==> src/rtl/mem_arbiter.sv <==
// Single-port RAM arbiter between instruction fetch and data accesses.
// Data has priority, with a fetch-starvation guard, an access timeout and halt gating.
module mem_arbiter #(
    parameter int DATA_W      = 32,
    parameter int DSTREAK_MAX = 4,
    parameter int TIMEOUT     = 64
) (
    input  logic              CLK,
    input  logic              nRST,
    input  logic              iREN,
    input  logic [DATA_W-1:0] iaddr,
    output logic              iwait,
    output logic [DATA_W-1:0] iload,
    input  logic              dREN,
    input  logic              dWEN,
    input  logic [DATA_W-1:0] daddr,
    input  logic [DATA_W-1:0] dstore,
    output logic              dwait,
    output logic [DATA_W-1:0] dload,
    input  logic              halt,
    output logic              ramREN,
    output logic              ramWEN,
    output logic [DATA_W-1:0] ramaddr,
    output logic [DATA_W-1:0] ramstore,
    input  logic [DATA_W-1:0] ramload,
    input  logic              ram_ready,
    output logic              mem_err
);

    localparam int SW = $clog2(DSTREAK_MAX + 1);
    localparam int TW = (TIMEOUT > 1) ? $clog2(TIMEOUT) : 1;
    localparam logic [SW-1:0] STREAK_MAX = SW'(DSTREAK_MAX);
    localparam logic [SW-1:0] STREAK_ONE = SW'(1);
    localparam logic [SW-1:0] STREAK_ZERO = SW'(0);
    localparam logic [TW-1:0] TCNT_LAST = TW'(TIMEOUT - 1);
    localparam logic [TW-1:0] TCNT_ONE = TW'(1);
    localparam logic [TW-1:0] TCNT_ZERO = TW'(0);
    localparam logic [DATA_W-1:0] WORD_ZERO = {DATA_W{1'b0}};

    typedef enum logic [1:0] {
        IDLE = 2'd0,
        IACC = 2'd1,
        DACC = 2'd2
    } state_t;

    state_t          state_r;
    logic [SW-1:0]   streak_r;
    logic [SW-1:0]   streak_nxt_s;
    logic [TW-1:0]   tcnt_r;
    logic            mem_err_r;
    logic            dreq_s;
    logic            tout_s;
    logic            go_d_s;
    logic            go_i_s;

    assign dreq_s  = dREN | dWEN;
    // ram_ready on the last allowed cycle still counts as a normal completion
    assign tout_s  = (tcnt_r == TCNT_LAST) && !ram_ready;
    assign go_d_s  = dreq_s && (!iREN || halt || (streak_r < STREAK_MAX));
    assign go_i_s  = iREN && !halt;
    assign mem_err = mem_err_r;

    // Requester-facing waits/loads and RAM strobes decoded from the current state
    always_comb begin
        ramREN   = 1'b0;
        ramWEN   = 1'b0;
        ramaddr  = WORD_ZERO;
        ramstore = WORD_ZERO;
        iwait    = iREN;
        dwait    = dreq_s;
        iload    = WORD_ZERO;
        dload    = WORD_ZERO;
        case (state_r)
            IACC: begin
                if (iREN) begin
                    ramREN  = 1'b1;
                    ramaddr = iaddr;
                    iwait   = !(ram_ready || tout_s);
                    iload   = ram_ready ? ramload : WORD_ZERO;
                end else begin
                    iwait = 1'b0;
                end
            end
            DACC: begin
                if (dreq_s) begin
                    ramaddr  = daddr;
                    ramWEN   = dWEN;
                    ramREN   = dREN & !dWEN;
                    ramstore = dstore;
                    dwait    = !(ram_ready || tout_s);
                    dload    = (ram_ready && !dWEN) ? ramload : WORD_ZERO;
                end else begin
                    dwait = 1'b0;
                end
            end
            default: begin
                iwait = iREN;
                dwait = dreq_s;
            end
        endcase
    end

    // Consecutive-data-grant counter; only meaningful while a fetch is waiting
    always_comb begin
        streak_nxt_s = streak_r;
        if (!iREN) begin
            streak_nxt_s = STREAK_ZERO;
        end else if ((state_r == IACC) && ram_ready) begin
            streak_nxt_s = STREAK_ZERO;
        end else if ((state_r == DACC) && dreq_s && ram_ready) begin
            streak_nxt_s = (streak_r == STREAK_MAX) ? STREAK_MAX : streak_r + STREAK_ONE;
        end else begin
            streak_nxt_s = streak_r;
        end
    end

    // Access sequencer, timeout counter and sticky error flag
    always_ff @(posedge CLK or negedge nRST) begin
        if (!nRST) begin
            state_r   <= IDLE;
            streak_r  <= STREAK_ZERO;
            tcnt_r    <= TCNT_ZERO;
            mem_err_r <= 1'b0;
        end else begin
            streak_r <= streak_nxt_s;
            case (state_r)
                IDLE: begin
                    tcnt_r <= TCNT_ZERO;
                    if (go_d_s) begin
                        state_r <= DACC;
                    end else if (go_i_s) begin
                        state_r <= IACC;
                    end else begin
                        state_r <= IDLE;
                    end
                end
                IACC, DACC: begin
                    if ((state_r == IACC) ? !iREN : !dreq_s) begin
                        state_r <= IDLE;
                    end else if (ram_ready) begin
                        state_r <= IDLE;
                        tcnt_r  <= TCNT_ZERO;
                    end else if (tout_s) begin
                        state_r   <= IDLE;
                        tcnt_r    <= TCNT_ZERO;
                        mem_err_r <= 1'b1;
                    end else begin
                        tcnt_r <= tcnt_r + TCNT_ONE;
                    end
                end
                default: begin
                    state_r <= IDLE;
                    tcnt_r  <= TCNT_ZERO;
                end
            endcase
        end
    end

endmodule
==> config.mk <==
export PLATFORM = sky130hd
export DESIGN_NAME = mem_arbiter
export DESIGN_NICKNAME = d
export VERILOG_FILES = /design/src/rtl/mem_arbiter.sv
export SDC_FILE = /design/constraint.sdc
export NUM_CORES = 1
export LEC_CHECK = 0
export CORE_AREA = 2 2 103 105
export CTS_CLUSTER_SIZE = 40
export DETAILED_ROUTE_END_ITERATION = 16
export DIE_AREA = 0 0 105 107
export PLACE_DENSITY = 0.65
export SLEW_MARGIN = 20
export SYNTH_ARGS = -nofsm -noshare
export SYNTH_HDL_FRONTEND = slang
export SYNTH_SLANG_ARGS = --single-unit
export TNS_END_PERCENT = 100
==> constraint.sdc <==
create_clock -name CLK -period 2.2 [get_ports CLK]
set_clock_uncertainty 0.15 [all_clocks]
set_input_delay 0.33 -clock CLK [delete_from_list [all_inputs] [get_ports CLK]]
set_output_delay 0.33 -clock CLK [all_outputs]
set_load 0.02 [all_outputs]
* After elaboration in Yosys (flattened, before gate mapping)
Index checks and enable logic that the tools add are counted.
** Cells by class
- Add/sub/neg operators :: 2
- Magnitude comparators :: 1
- Eq/ne operators :: 7
- Mux-type cells :: 35
- Bitwise logic cells :: 4
- Reduce and logical (&&, ||, !) cells :: 19
** Operators with widths (number)
- $mux W32 :: 10
- $pmux W32 S2 :: 1
- $mux W6 :: 4
- $mux W3 :: 4
- $mux W1 :: 10
- $mux W2 :: 4
- $logic_and A1 B1 Y1 :: 7
- $add A6 B1 Y6 const B :: 1
- $eq A6 B6 Y1 const B :: 1
- $logic_not A1 Y1 :: 6
- $ne A4 B4 Y1 const B :: 1
- $pmux W2 S2 :: 1
- $reduce_and A4 Y1 :: 1
- $add A3 B1 Y3 const B :: 1
- $eq A3 B3 Y1 const B :: 1
- $logic_or A1 B1 Y1 :: 3
- $lt A3 B3 Y1 const B :: 1
- $ne A3 B1 Y1 const B :: 1
- $eq A2 B1 Y1 const B :: 1
- $eq A2 B2 Y1 const B :: 1
- $logic_not A2 Y1 :: 1
- $ne A2 B2 Y1 const B :: 1
- $not A1 Y1 :: 2
- $pmux W1 S2 :: 1
- other kinds (3) :: 3
** Word-level totals
- Bits in registers :: 12
- Input port bits :: 135

* Logic depth before layout (Yosys ltp)
Gate-level depths: netlist (run 1).
- Depth in word-level cells :: 6
- Mapped depth :: 7
- Mapped depth without buffers :: 6

* Worst setup path after synthesis (run 1)
No wires, ideal clock.
- Path type :: flip-flop to output port
- Start :: register state_r[0]
- End :: output port ramaddr[10]
- Data arrival time :: 1561 ps
- Setup slack :: 159 ps
- Stages on the path, launching flop included :: 7
- Path through :: dfrtp_1 > inv_1 > ha_1 > o21a_1 > clkbuf_1 > a22oi_1 > nor2b_1
** Between the ends
- Cells in the longest elaborated chain, start to end :: 2
- Elaborated cells between the ends (all ways) :: 3
- Classes of those cells :: eq/ne (2); mux (1)
** RTL lines
- from (decl) :: line 46 : state_t state_r;
- from (signal assigned) :: line 120 : state_r <= IDLE;
- from (signal assigned) :: line 130 : state_r <= DACC;
- from (signal assigned) :: line 132 : state_r <= IACC;
- $eq A2 B2 Y1 / $eq A2 B1 Y1 (equally long branches) :: line 73 : case (state_r)
- $pmux W32 S2 * :: line 73
- to (decl) :: line 23 : output logic [DATA_W-1:0] ramaddr,
Every way passes the cells marked *; elsewhere a longest branch is shown, timed or not.

* Worst setup path in the final report (run 1)
- Start :: register state_r[1]
- End :: output port ramaddr[21]
Same word-level chain as after synthesis.

==> results of run 1 <==
## layer usage
| layer | vias to the layer above | wire length [µm] | track usage |
|---|---|---|---|
| met2 | 162 | 6260 | 0.347 |
| met1 | 1439 | 3860 | 0.167 |
| met5 | - | 0 | 0 |
| met3 | 6 | 966 | 0.0444 |
| met4 | 0 | 83 | 0.0248 |
| li1 | 1565 | - | - |
## power by group
part / internal, mW / switching [mW] / total, mW / leakage, nW
logic: 1.17 / 1.14 / 2.32 / 2.00
clock network: 0.158 / 0.0886 / 0.247 / 0.0288
registers: 0.244 / 0.0246 / 0.269 / 0.164
total: 1.58 / 1.26 / 2.83 / 2.20
## cells by family after synthesis
group                      after synthesis
AOI/OAI and AO/OA                       52
xor gates and xnor gates                 1
adders and majority gates                6
buffers and inverters                   28
DFF                                     12
muxes                                    3
and+or+nand+nor                        195
## cells in the mapped netlist (all sizes together) (3+ instances only)
| cell | n |
|---|---|
| nor3 | 3 |
| clkbuf | 15 |
| buf | 9 |
| nor2b | 34 |
| inv | 4 |
| and2 | 35 |
| dfrtp | 12 |
| nand3 | 5 |
| o21ai | 4 |
| nand4 | 4 |
| a22oi | 33 |
| ha | 6 |
| nand2 | 42 |
| nor2 | 66 |
| a21oi | 5 |
## metrics by stage
stage,instance area [µm²],worst slack [ps],utilization,hold WS [ps],total power [mW]
final,4830,27.7,0.479,292,2.83
after floorplan,1870,159,-,-116,1.36
after global routing,4830,-42.9,0.479,363,2.99
after detailed placement,4910,-425,0.487,317,2.48
after global placement,4910,-401,0.487,310,2.46
after CTS,4650,-40.5,0.461,324,2.57
## worst max-delay path by stage
stage | start | slack, ps | cells past startpoint | endpoint
6_report | state_r[1] | 30 | 6 | ramaddr[21]
5_1_grt | state_r[0] | -40 | 7 | ramstore[28]
4_1_cts | state_r[0] | -40 | 7 | ramstore[25]
3_5_place_dp | dWEN | -420 | 6 | ramstore[25]
3_3_place_gp | dWEN | -400 | 6 | ramaddr[20]
2_1_floorplan | state_r[0] | 160 | 6 | ramaddr[10]
## final cells by class
cell class | count | area (µm²)
fillers | 1049 | 5260
well taps | 136 | 170
clock buffers | 4 | 55.1
inverters | 4 | 15.0
flip-flops and latches | 12 | 300
multi-input cells | 257 | 1580
repair buffers | 306 | 2720
## registers in the layout (all words and copies together), names as in the netlist
signal,cells
mem_err,1
streak_r,3
tcnt_r,6
state_r,2
## what timing repair did
item,4_1_cts,5_1_grt
pin swaps,1,3
gates cloned,3,5
gates resized for setup,437,84
setup buffers,0,2
endpoints found under the setup margin,131,111
==> flow_summary.json, run 1 <==
{
  "synth_compound_area_frac": 0.198,
  "drc": 0,
  "fp.dieW_um": 105,
  "end_kind": "output pin",
  "cts_tree": "yes",
  "syn-cell-area_um2": 1870,
  "period_share": 0.987,
  "first_pass_iters": 4,
  "ys_seq_elements": 12,
  "synth_edf_count": 0,
  "synth.top_cell.area_share": 0.160,
  "max_freq_mhz": 460,
  "syn_area_per_cell_um2": 6.31,
  "io_buffers": 267,
  "hold_buffers": 0,
  "yosys-top-cells-area": "dfrtp_1 16%, a22oi_1 13%, nor2_1 13%",
  "ys_types": 36,
  "synthFlopType": "dfrtp_1",
  "gr-total-overflow": 0,
  "cp_slowest_cell": "dfrtp_1",
  "path_delay_family": "buffers and inverters",
  "dieArea_um2": 11200,
  "layout.nets": 725,
  "finalHoldViolCount": 0,
  "powerDensity_nw_per_um2": 586,
  "synth_top_family_by_area": "simple AND/OR/NAND/NOR gates",
  "io_pins": 268,
  "antenna_found_initial": 0,
  "clk_latency_ps": 250,
  "rr_startpoint": "state_r[1]",
  "num_rows": 37,
  "first_iter_violations": 171,
  "drive_gt1_frac": 0.307,
  "synth_nets": 438,
  "core_um2": 10100,
  "fin_setup_tns_ps": 0,
  "grt_start_max_net_pins": 34,
  "synthArstFlopShare": 1.00,
  "arrival_ps": 1690,
  "vias": 3172,
  "crit_type": "reg2out",
  "status": "completed",
  "mostFrequentLayoutCell": "clkdlybuf4s50_1",
  "gp_congestion": 0.793,
  "postRouteAntennaNets": 0,
  "crit_chain": "inv_2, buf_4, ha_4, clkbuf_16, nor2b_1, buf_2",
  "syn_inst": 297,
  "clock-sinks": 12,
  "slew_viol_final": 0,
  "synth_warnings": 0,
  "grt_pass1_wl_um": 15500,
  "grt_setup_unrepaired": "yes",
  "worst_pin_slew_ps": 558,
  "power_leakage_nw": 2.20,
  "mostFrequentLayoutCells": "135 x clkdlybuf4s50_1, 66 x nor2_1, 56 x buf_2, 53 x buf_4, 41 x nand2_1",
  "wirelength_um": 11200,
  "hold_class": "in2async",
  "synthMuxAreaShare": 0.0194,
  "start_util": 0.186,
  "synth_top_cell_by_area": "dfrtp_1",
  "die_y_um": 107,
  "dp_hpwl_um": 8440,
  "htreeDepth": 1,
  "crit_buf_inv": 4,
  "path_clk_slew_ps": 60,
  "wire_per_inst_um": 15.5,
  "cts_buffer_depth": 2,
  "setup_viol": 0,
  "crit_required_ps": 1720,
  "vdd_drop_max_v": 0.000264,
  "grt_pass1_vias": 3076,
  "worst_r2r_path_depth": 8,
  "cts_root_buffer": "clkbuf_8",
  "fin_crit_ps": 2170,
  "instances_no_fill": 719,
  "area_delta_synth_final_pct": 158,
  "grt_usage": 0.167,
  "ys_seq_area_frac": 0.160,
  "vias_per_cell": 4.41,
  "drv_cap": 0,
  "yosys.area_share.simple": 0.517,
  "dp_cells": 705,
  "slew_headroom": 0.627,
  "r2r_slack_ps": 120,
  "crit_fanout": 16,
  "synthAdderAreaFrac": 0.0401,
  "numCtsBuffers": 3,
  "reg2reg_to": "state_r[1]",
  "synthXorXnorAreaFrac": 0.00468,
  "cp-start-kind": "flop",
  "critPathMaxStageDelay_ps": 430,
  "antenna_cells": 0
}
Note: power is estimated with default switching activity, not from simulation.
==> run 2, diff against run 1 <==
Settings changed: CAP_MARGIN from default to 15.
==> results of run 2 <==
No change in the layout: final DEF, timing and power equal those of run 1.
